[src/rtl/mpu_ctrl_datapath_if.sv]
// rtl/mpu_ctrl_datapath_if.sv - signal bundle between CPU control logic and the MPU support block
//
// Purpose: groups the power-request, accumulator and serializer signals of
//          mpu_ctrl_datapath so that they travel as one port.
// Signals:
//   sleep_request / wakeup_request  power-state requests from the CPU side
//   cpu_state                       current power state (00 IDLE, 01 ACTIVE, 10 SLEEP, 11 WAKEUP)
//   acc_data / acc_i / acc_o        addend, base operand, registered sum
//   spi_data_in / spi_start         parallel word and load strobe
//   spi_data_o / spi_busy / spi_done serial MOSI bit, shifting flag, end-of-word pulse
// Modports: master drives the requests and operands, slave is the datapath.
interface mpu_ctrl_datapath_if #(
  parameter int WORD = 8
);
  logic            sleep_request;
  logic            wakeup_request;
  logic [1:0]      cpu_state;
  logic [WORD-1:0] acc_data;
  logic [WORD-1:0] acc_i;
  logic [WORD-1:0] acc_o;
  logic [WORD-1:0] spi_data_in;
  logic            spi_start;
  logic            spi_data_o;
  logic            spi_busy;
  logic            spi_done;

  modport master (
    output sleep_request, wakeup_request, acc_data, acc_i, spi_data_in, spi_start,
    input  cpu_state, acc_o, spi_data_o, spi_busy, spi_done
  );

  modport slave (
    input  sleep_request, wakeup_request, acc_data, acc_i, spi_data_in, spi_start,
    output cpu_state, acc_o, spi_data_o, spi_busy, spi_done
  );
endinterface

[src/rtl/mpu_ctrl_datapath.sv]
// rtl/mpu_ctrl_datapath.sv - MPU power-state FSM, gated accumulator and MSB-first SPI serializer
//
// Purpose: one clock / one reset block holding
//   - the CPU power-state machine IDLE -> ACTIVE <-> SLEEP -> WAKEUP -> ACTIVE,
//   - a WORD-bit wrap-around accumulate stage that only updates in ACTIVE,
//   - a parallel-to-serial shifter driving MOSI, independent of the power state.
// Ports:
//   clk    rising-edge system clock
//   reset  synchronous, active-high; clears all state and aborts any sequence
//   bus    mpu_ctrl_datapath_if.slave (requests, operands, cpu_state, acc_o, SPI signals)
module mpu_ctrl_datapath #(
  parameter int WORD        = 8,
  parameter int WAKE_CYCLES = 4
) (
  input  logic                clk,
  input  logic                reset,
  mpu_ctrl_datapath_if.slave  bus
);

  localparam int WCW = (WAKE_CYCLES > 1) ? $clog2(WAKE_CYCLES) : 1;
  localparam int BCW = $clog2(WORD + 1);

  typedef enum logic [1:0] {
    ST_IDLE   = 2'b00,
    ST_ACTIVE = 2'b01,
    ST_SLEEP  = 2'b10,
    ST_WAKEUP = 2'b11
  } state_t;

  state_t           r_state;
  state_t           w_state_nxt;
  logic [WCW-1:0]   r_wcnt;
  logic [WCW-1:0]   w_wcnt_nxt;

  logic [WORD-1:0]  r_acc;

  logic [WORD-1:0]  r_shift;
  logic [BCW-1:0]   r_bcnt;
  logic             r_busy;
  logic             r_done;

  // ---------------- power-state FSM ----------------
  always_ff @(posedge clk) begin
    if (reset) begin
      r_state <= ST_IDLE;
      r_wcnt  <= '0;
    end else begin
      r_state <= w_state_nxt;
      r_wcnt  <= w_wcnt_nxt;
    end
  end

  always_comb begin
    w_state_nxt = r_state;
    w_wcnt_nxt  = r_wcnt;
    case (r_state)
      ST_IDLE: w_state_nxt = ST_ACTIVE;
      ST_ACTIVE: begin
        // wakeup_request wins when both requests are raised together
        if (bus.sleep_request && !bus.wakeup_request) begin
          w_state_nxt = ST_SLEEP;
        end
      end
      ST_SLEEP: begin
        if (bus.wakeup_request) begin
          w_state_nxt = ST_WAKEUP;
          w_wcnt_nxt  = WCW'(WAKE_CYCLES - 1);
        end
      end
      ST_WAKEUP: begin
        // counter values WAKE_CYCLES-1 .. 0 each occupy one cycle
        if (r_wcnt == '0) begin
          w_state_nxt = ST_ACTIVE;
        end else begin
          w_wcnt_nxt = r_wcnt - 1'b1;
        end
      end
      default: w_state_nxt = ST_IDLE;
    endcase
  end

  assign bus.cpu_state = r_state;

  // ---------------- accumulator ----------------
  always_ff @(posedge clk) begin
    if (reset) begin
      r_acc <= '0;
    end else if (r_state == ST_ACTIVE) begin
      r_acc <= bus.acc_i + bus.acc_data;
    end
  end

  assign bus.acc_o = r_acc;

  // ---------------- serializer ----------------
  // The done cycle has r_busy low, so a start sampled then is accepted and
  // the next word begins right after the done pulse.
  always_ff @(posedge clk) begin
    if (reset) begin
      r_shift <= '0;
      r_bcnt  <= '0;
      r_busy  <= 1'b0;
      r_done  <= 1'b0;
    end else begin
      r_done <= 1'b0;
      if (r_busy) begin
        r_shift <= {r_shift[WORD-2:0], 1'b0};
        r_bcnt  <= r_bcnt - 1'b1;
        if (r_bcnt == BCW'(1)) begin
          r_busy <= 1'b0;
          r_done <= 1'b1;
        end
      end else if (bus.spi_start) begin
        r_shift <= bus.spi_data_in;
        r_bcnt  <= BCW'(WORD);
        r_busy  <= 1'b1;
      end
    end
  end

  assign bus.spi_data_o = r_busy & r_shift[WORD-1];
  assign bus.spi_busy   = r_busy;
  assign bus.spi_done   = r_done;

endmodule

[src/flat_wrapper.sv]
// flat-port wrapper written by rule: the top's interface ports become plain ports
module mpu_ctrl_datapath_flat 
#(
  parameter int WORD        = 8,
  parameter int WAKE_CYCLES = 4
)
  (clk, reset, bus_sleep_request, bus_wakeup_request, bus_acc_data, bus_acc_i, bus_spi_data_in, bus_spi_start, bus_cpu_state, bus_acc_o, bus_spi_data_o, bus_spi_busy, bus_spi_done);
  mpu_ctrl_datapath_if #(.WORD(WORD)) bus_i ();
  input  logic clk;
  input  logic reset;
  input wire logic [$bits(bus_i.sleep_request)-1:0] bus_sleep_request;
  input wire logic [$bits(bus_i.wakeup_request)-1:0] bus_wakeup_request;
  input wire logic [$bits(bus_i.acc_data)-1:0] bus_acc_data;
  input wire logic [$bits(bus_i.acc_i)-1:0] bus_acc_i;
  input wire logic [$bits(bus_i.spi_data_in)-1:0] bus_spi_data_in;
  input wire logic [$bits(bus_i.spi_start)-1:0] bus_spi_start;
  output wire logic [$bits(bus_i.cpu_state)-1:0] bus_cpu_state;
  output wire logic [$bits(bus_i.acc_o)-1:0] bus_acc_o;
  output wire logic [$bits(bus_i.spi_data_o)-1:0] bus_spi_data_o;
  output wire logic [$bits(bus_i.spi_busy)-1:0] bus_spi_busy;
  output wire logic [$bits(bus_i.spi_done)-1:0] bus_spi_done;
  assign bus_i.sleep_request = bus_sleep_request;
  assign bus_i.wakeup_request = bus_wakeup_request;
  assign bus_i.acc_data = bus_acc_data;
  assign bus_i.acc_i = bus_acc_i;
  assign bus_i.spi_data_in = bus_spi_data_in;
  assign bus_i.spi_start = bus_spi_start;
  assign bus_cpu_state = bus_i.cpu_state;
  assign bus_acc_o = bus_i.acc_o;
  assign bus_spi_data_o = bus_i.spi_data_o;
  assign bus_spi_busy = bus_i.spi_busy;
  assign bus_spi_done = bus_i.spi_done;
  mpu_ctrl_datapath #(.WORD(WORD), .WAKE_CYCLES(WAKE_CYCLES)) u_core (.clk(clk), .reset(reset), .bus(bus_i));
endmodule
[config.mk]
export PLATFORM = sky130hd
export DESIGN_NAME = mpu_ctrl_datapath_flat
export DESIGN_NICKNAME = d
export VERILOG_FILES = /design/src/rtl/mpu_ctrl_datapath_if.sv /design/src/rtl/mpu_ctrl_datapath.sv /design/src/flat_wrapper.sv
export SDC_FILE = /design/constraint.sdc
export NUM_CORES = 1
export LEC_CHECK = 0
export CORE_AREA = 4 4 56 58
export DETAILED_ROUTE_END_ITERATION = 6
export DIE_AREA = 0 0 60 62
export DONT_BUFFER_PORTS = 1
export PLACE_DENSITY = 0.81
export SKIP_LAST_GASP = 1
export SYNTH_ARGS = -nofsm -noshare
export SYNTH_HDL_FRONTEND = slang
export SYNTH_SLANG_ARGS = --single-unit
[constraint.sdc]
create_clock -name clk -period 3.73 [get_ports clk]
set_clock_uncertainty 0.1 [all_clocks]
set_input_delay 0.373 -clock clk [delete_from_list [all_inputs] [get_ports clk]]
set_output_delay 0.373 -clock clk [all_outputs]
set_load 0.03 [all_outputs]
==> impl_metrics.toml <==
[layout]
drive_gt1_frac = 0.08889
num-fill-cells = 232
final_net_count = 224
area_delta_synth_final_pct = 5.654
antennaDiodeCount = 0
final_cell_area_um2 = 1637

[grt]
grt_pass1_vias = 1242
grt_max_degree = 21
antenna_found_initial = 0
track_usage = 0.1913
grt_overflow_total = 0
grt_pass1_wl_um = 5457

[outcome]
status = "completed"

[setup_path]
cp_cell_sequence = "ha_1 > inv_1 > nor4b_1 > o21ai_0 > nand3_1"
timing.critical_path.buf_inv = 1
startpoint_type = "flip-flop"
worstPathRequired_ps = 3900
slowest_stage = "dfxtp_1"
slowest_delay_ps = 600
path_max_fanout = 15
worstSetupPathType = "flip-flop to flip-flop"
cp_data_arrival_time_ps = 2330
crit_path_end_kind = "flip-flop"
critPathTopFamily = "flip-flops"

[sta]
relSlewSlack = 0.6152
whs_ps = 39.11
setup_violations = 0
fin_crit_sh = 0.5795
finalMaxSlewViolations = 0
fin_crit_ps = 2162
worst_slew_pin_slew_ps = 576.4
clock.fmax_ghz = 0.4626
rsz0062_at_grt = "no"
hold_viol_final = 0
setup_tns_ps = 0

[synth]
seq_area_frac_synth = 0.3360
synth_nets = 222
avgSynthCellArea_um2 = 8.654
synth-async-reset-ratio = 0
synthCells = 179
synth_cell_types = 43
synthFlopType = "dfxtp_1"
synth_edf_count = 0
syn-cell-area_um2 = 1549
ys_ff_latch = 26
yosysWarningCount = 0

[drt]
vias_per_cell = 5.943
drt_iter0_markers = 34
drc = 0
wirelength_um = 3195
wire_per_inst_um = 15.14
vias = 1254
drtAntennaViolNets = 0
firstDrtPassIters = 4

[cts]
postCtsSetupBuffers = 0
cts_resized = 0
ctsHoldBuffers = 3
clkLatencyLatePin_ps = 320
root_buffer = "clkbuf_4"
cts_buffers = 3
clk_path_buf_depth = 2
cts.clk_slew.worst_paths_ps = 140
cts_tree = "done"
clock-sinks = 26
cts_max_level = 1

[placed_design]
port_buffers = 0
dpl-instance-area_um2 = 1560
post-dp-hpwl_um = 2368
globalplace.congestion = 0.7920

[power_and_ir_drop]
powerDensity_nw_per_um2 = 529.2
p_leak_uw = 0.0006857
vdd_drop_max_mv = 0.2902

[floorplanning]
io_pins = 42
die_y_um = 62
placement_rows = 19
start_util = 0.5818
dieArea_um2 = 3720
core_area_um2 = 2663
die_w_um = 60

[flow_run]
maxCapViolations = 0

[min_path]
hp-class = "input pin to flip-flop"
[per-stage QoR]
step | util | instances | setup WS, ps | total power (uW)
after detailed placement | 0.5860 | 203 | 1615 | 722.0
after global placement | 0.5860 | 203 | 1715 | 700.4
after floorplan | - | 179 | 1948 | 672.9
final | 0.6147 | 211 | 1568 | 866.1
after global routing | 0.6147 | 211 | 1344 | 929.5
after CTS | 0.6109 | 210 | 1568 | 867.0
[cell usage after synthesis, drive strengths merged, types with 2 or more instances]
| master | number | area (um^2) |
|---|---|---|
| nor2b | 4 | 25.02 |
| and2 | 2 | 12.51 |
| inv | 12 | 45.04 |
| dfxtp | 26 | 520.5 |
| mux2i | 11 | 110.1 |
| o21a | 5 | 45.04 |
| nor3 | 8 | 45.04 |
| nand2 | 3 | 11.26 |
| nor2 | 31 | 116.4 |
| ha | 13 | 162.7 |
| mux2 | 2 | 22.52 |
| nand2b | 4 | 25.02 |
| buf | 6 | 27.53 |
| a211oi | 7 | 62.56 |
| a31oi | 2 | 12.51 |
| a311oi | 2 | 17.52 |
| clkbuf | 2 | 7.510 |
| nand3 | 6 | 30.03 |
| or2 | 2 | 12.51 |
| a21oi | 11 | 58.81 |
| o21ai | 2 | 10.01 |
| o2111ai | 2 | 17.52 |
[kinds of logic (layout without fill, tap and decap cells)]
| group | count (synthesis) | count (layout) | synth area share |
|---|---|---|---|
| simple gates | 66 | 66 | 0.2084 |
| buf+inv | 20 | 21 | 0.05170 |
| flops | 26 | 26 | 0.3360 |
| xor+xnor | 2 | 2 | 0.01131 |
| compound gates | 38 | 38 | 0.1890 |
| mux | 13 | 13 | 0.08562 |
| fa+ha+maj | 14 | 14 | 0.1179 |
[registers in the layout, summed over array words and instances, names as in the netlist]
register,flops
u_core.bus.acc_o,8
u_core.r_shift,8
u_core.r_bcnt,4
u_core.bus.cpu_state,2
u_core.r_wcnt,2
u_core.bus.spi_busy,1
u_core.bus.spi_done,1
[path summary, 6_finish.rpt]
kind	from	depth (start not counted)	slack, ps	to
worst max-delay path	u_core.bus.cpu_state[0]	5	1570	u_core.bus.acc_o[5]
worst min-delay path	reset	1	40	u_core.bus.acc_o[4]
worst max register to register	u_core.bus.cpu_state[0]	5	1570	u_core.bus.acc_o[5]
worst min register to register	u_core.r_bcnt[3]	1	400	u_core.r_bcnt[3]
[layer usage]
| layer | vias to the layer above | routed length (um) | GRT usage |
|---|---|---|---|
| met3 | 4 | 187 | 0.03926 |
| li1 | 632 | - | - |
| met4 | 0 | 31 | 0.05696 |
| met1 | 588 | 1362 | 0.2311 |
| met5 | - | 0 | 0 |
| met2 | 30 | 1613 | 0.3426 |
[placed cells by master (no fill, tap or decap), drive strengths merged, types with 3 or more instances in the layout]
master | Yosys | layout
nor2 | 31 | 31
dfxtp | 26 | 26
ha | 13 | 13
inv | 12 | 12
mux2i | 11 | 11
a21oi | 11 | 11
nor3 | 8 | 8
a211oi | 7 | 7
nand3 | 6 | 6
o21a | 5 | 5
nor2b | 4 | 4
nand2b | 4 | 4
dlygate4sd3 | 0 | 4
clkbuf | 2 | 4
nand2 | 3 | 3
[worst register-to-register path, cell delays in order, from the launching register on]
cell	delay, ps
dfxtp_1	600
ha_1	580
inv_1	280
nor4b_1	350
o21ai_0	130
nand3_1	70
[cell type report]
type,count,area [um^2],area share
timing repair buffer,5,47.55,0.02905
sequential,26,520.5,0.3180
inverter,12,45.04,0.02752
clock buffer,4,36.28,0.02217
multi-input combinational,133,948.4,0.5795
tap,31,38.79,0.02370
[report_power, final]
group	internal, uW	switching [uW]
Clock	59.7	85.2
Combinational	129	154
Sequential	330	108
(Power assumes the default switching activity.)
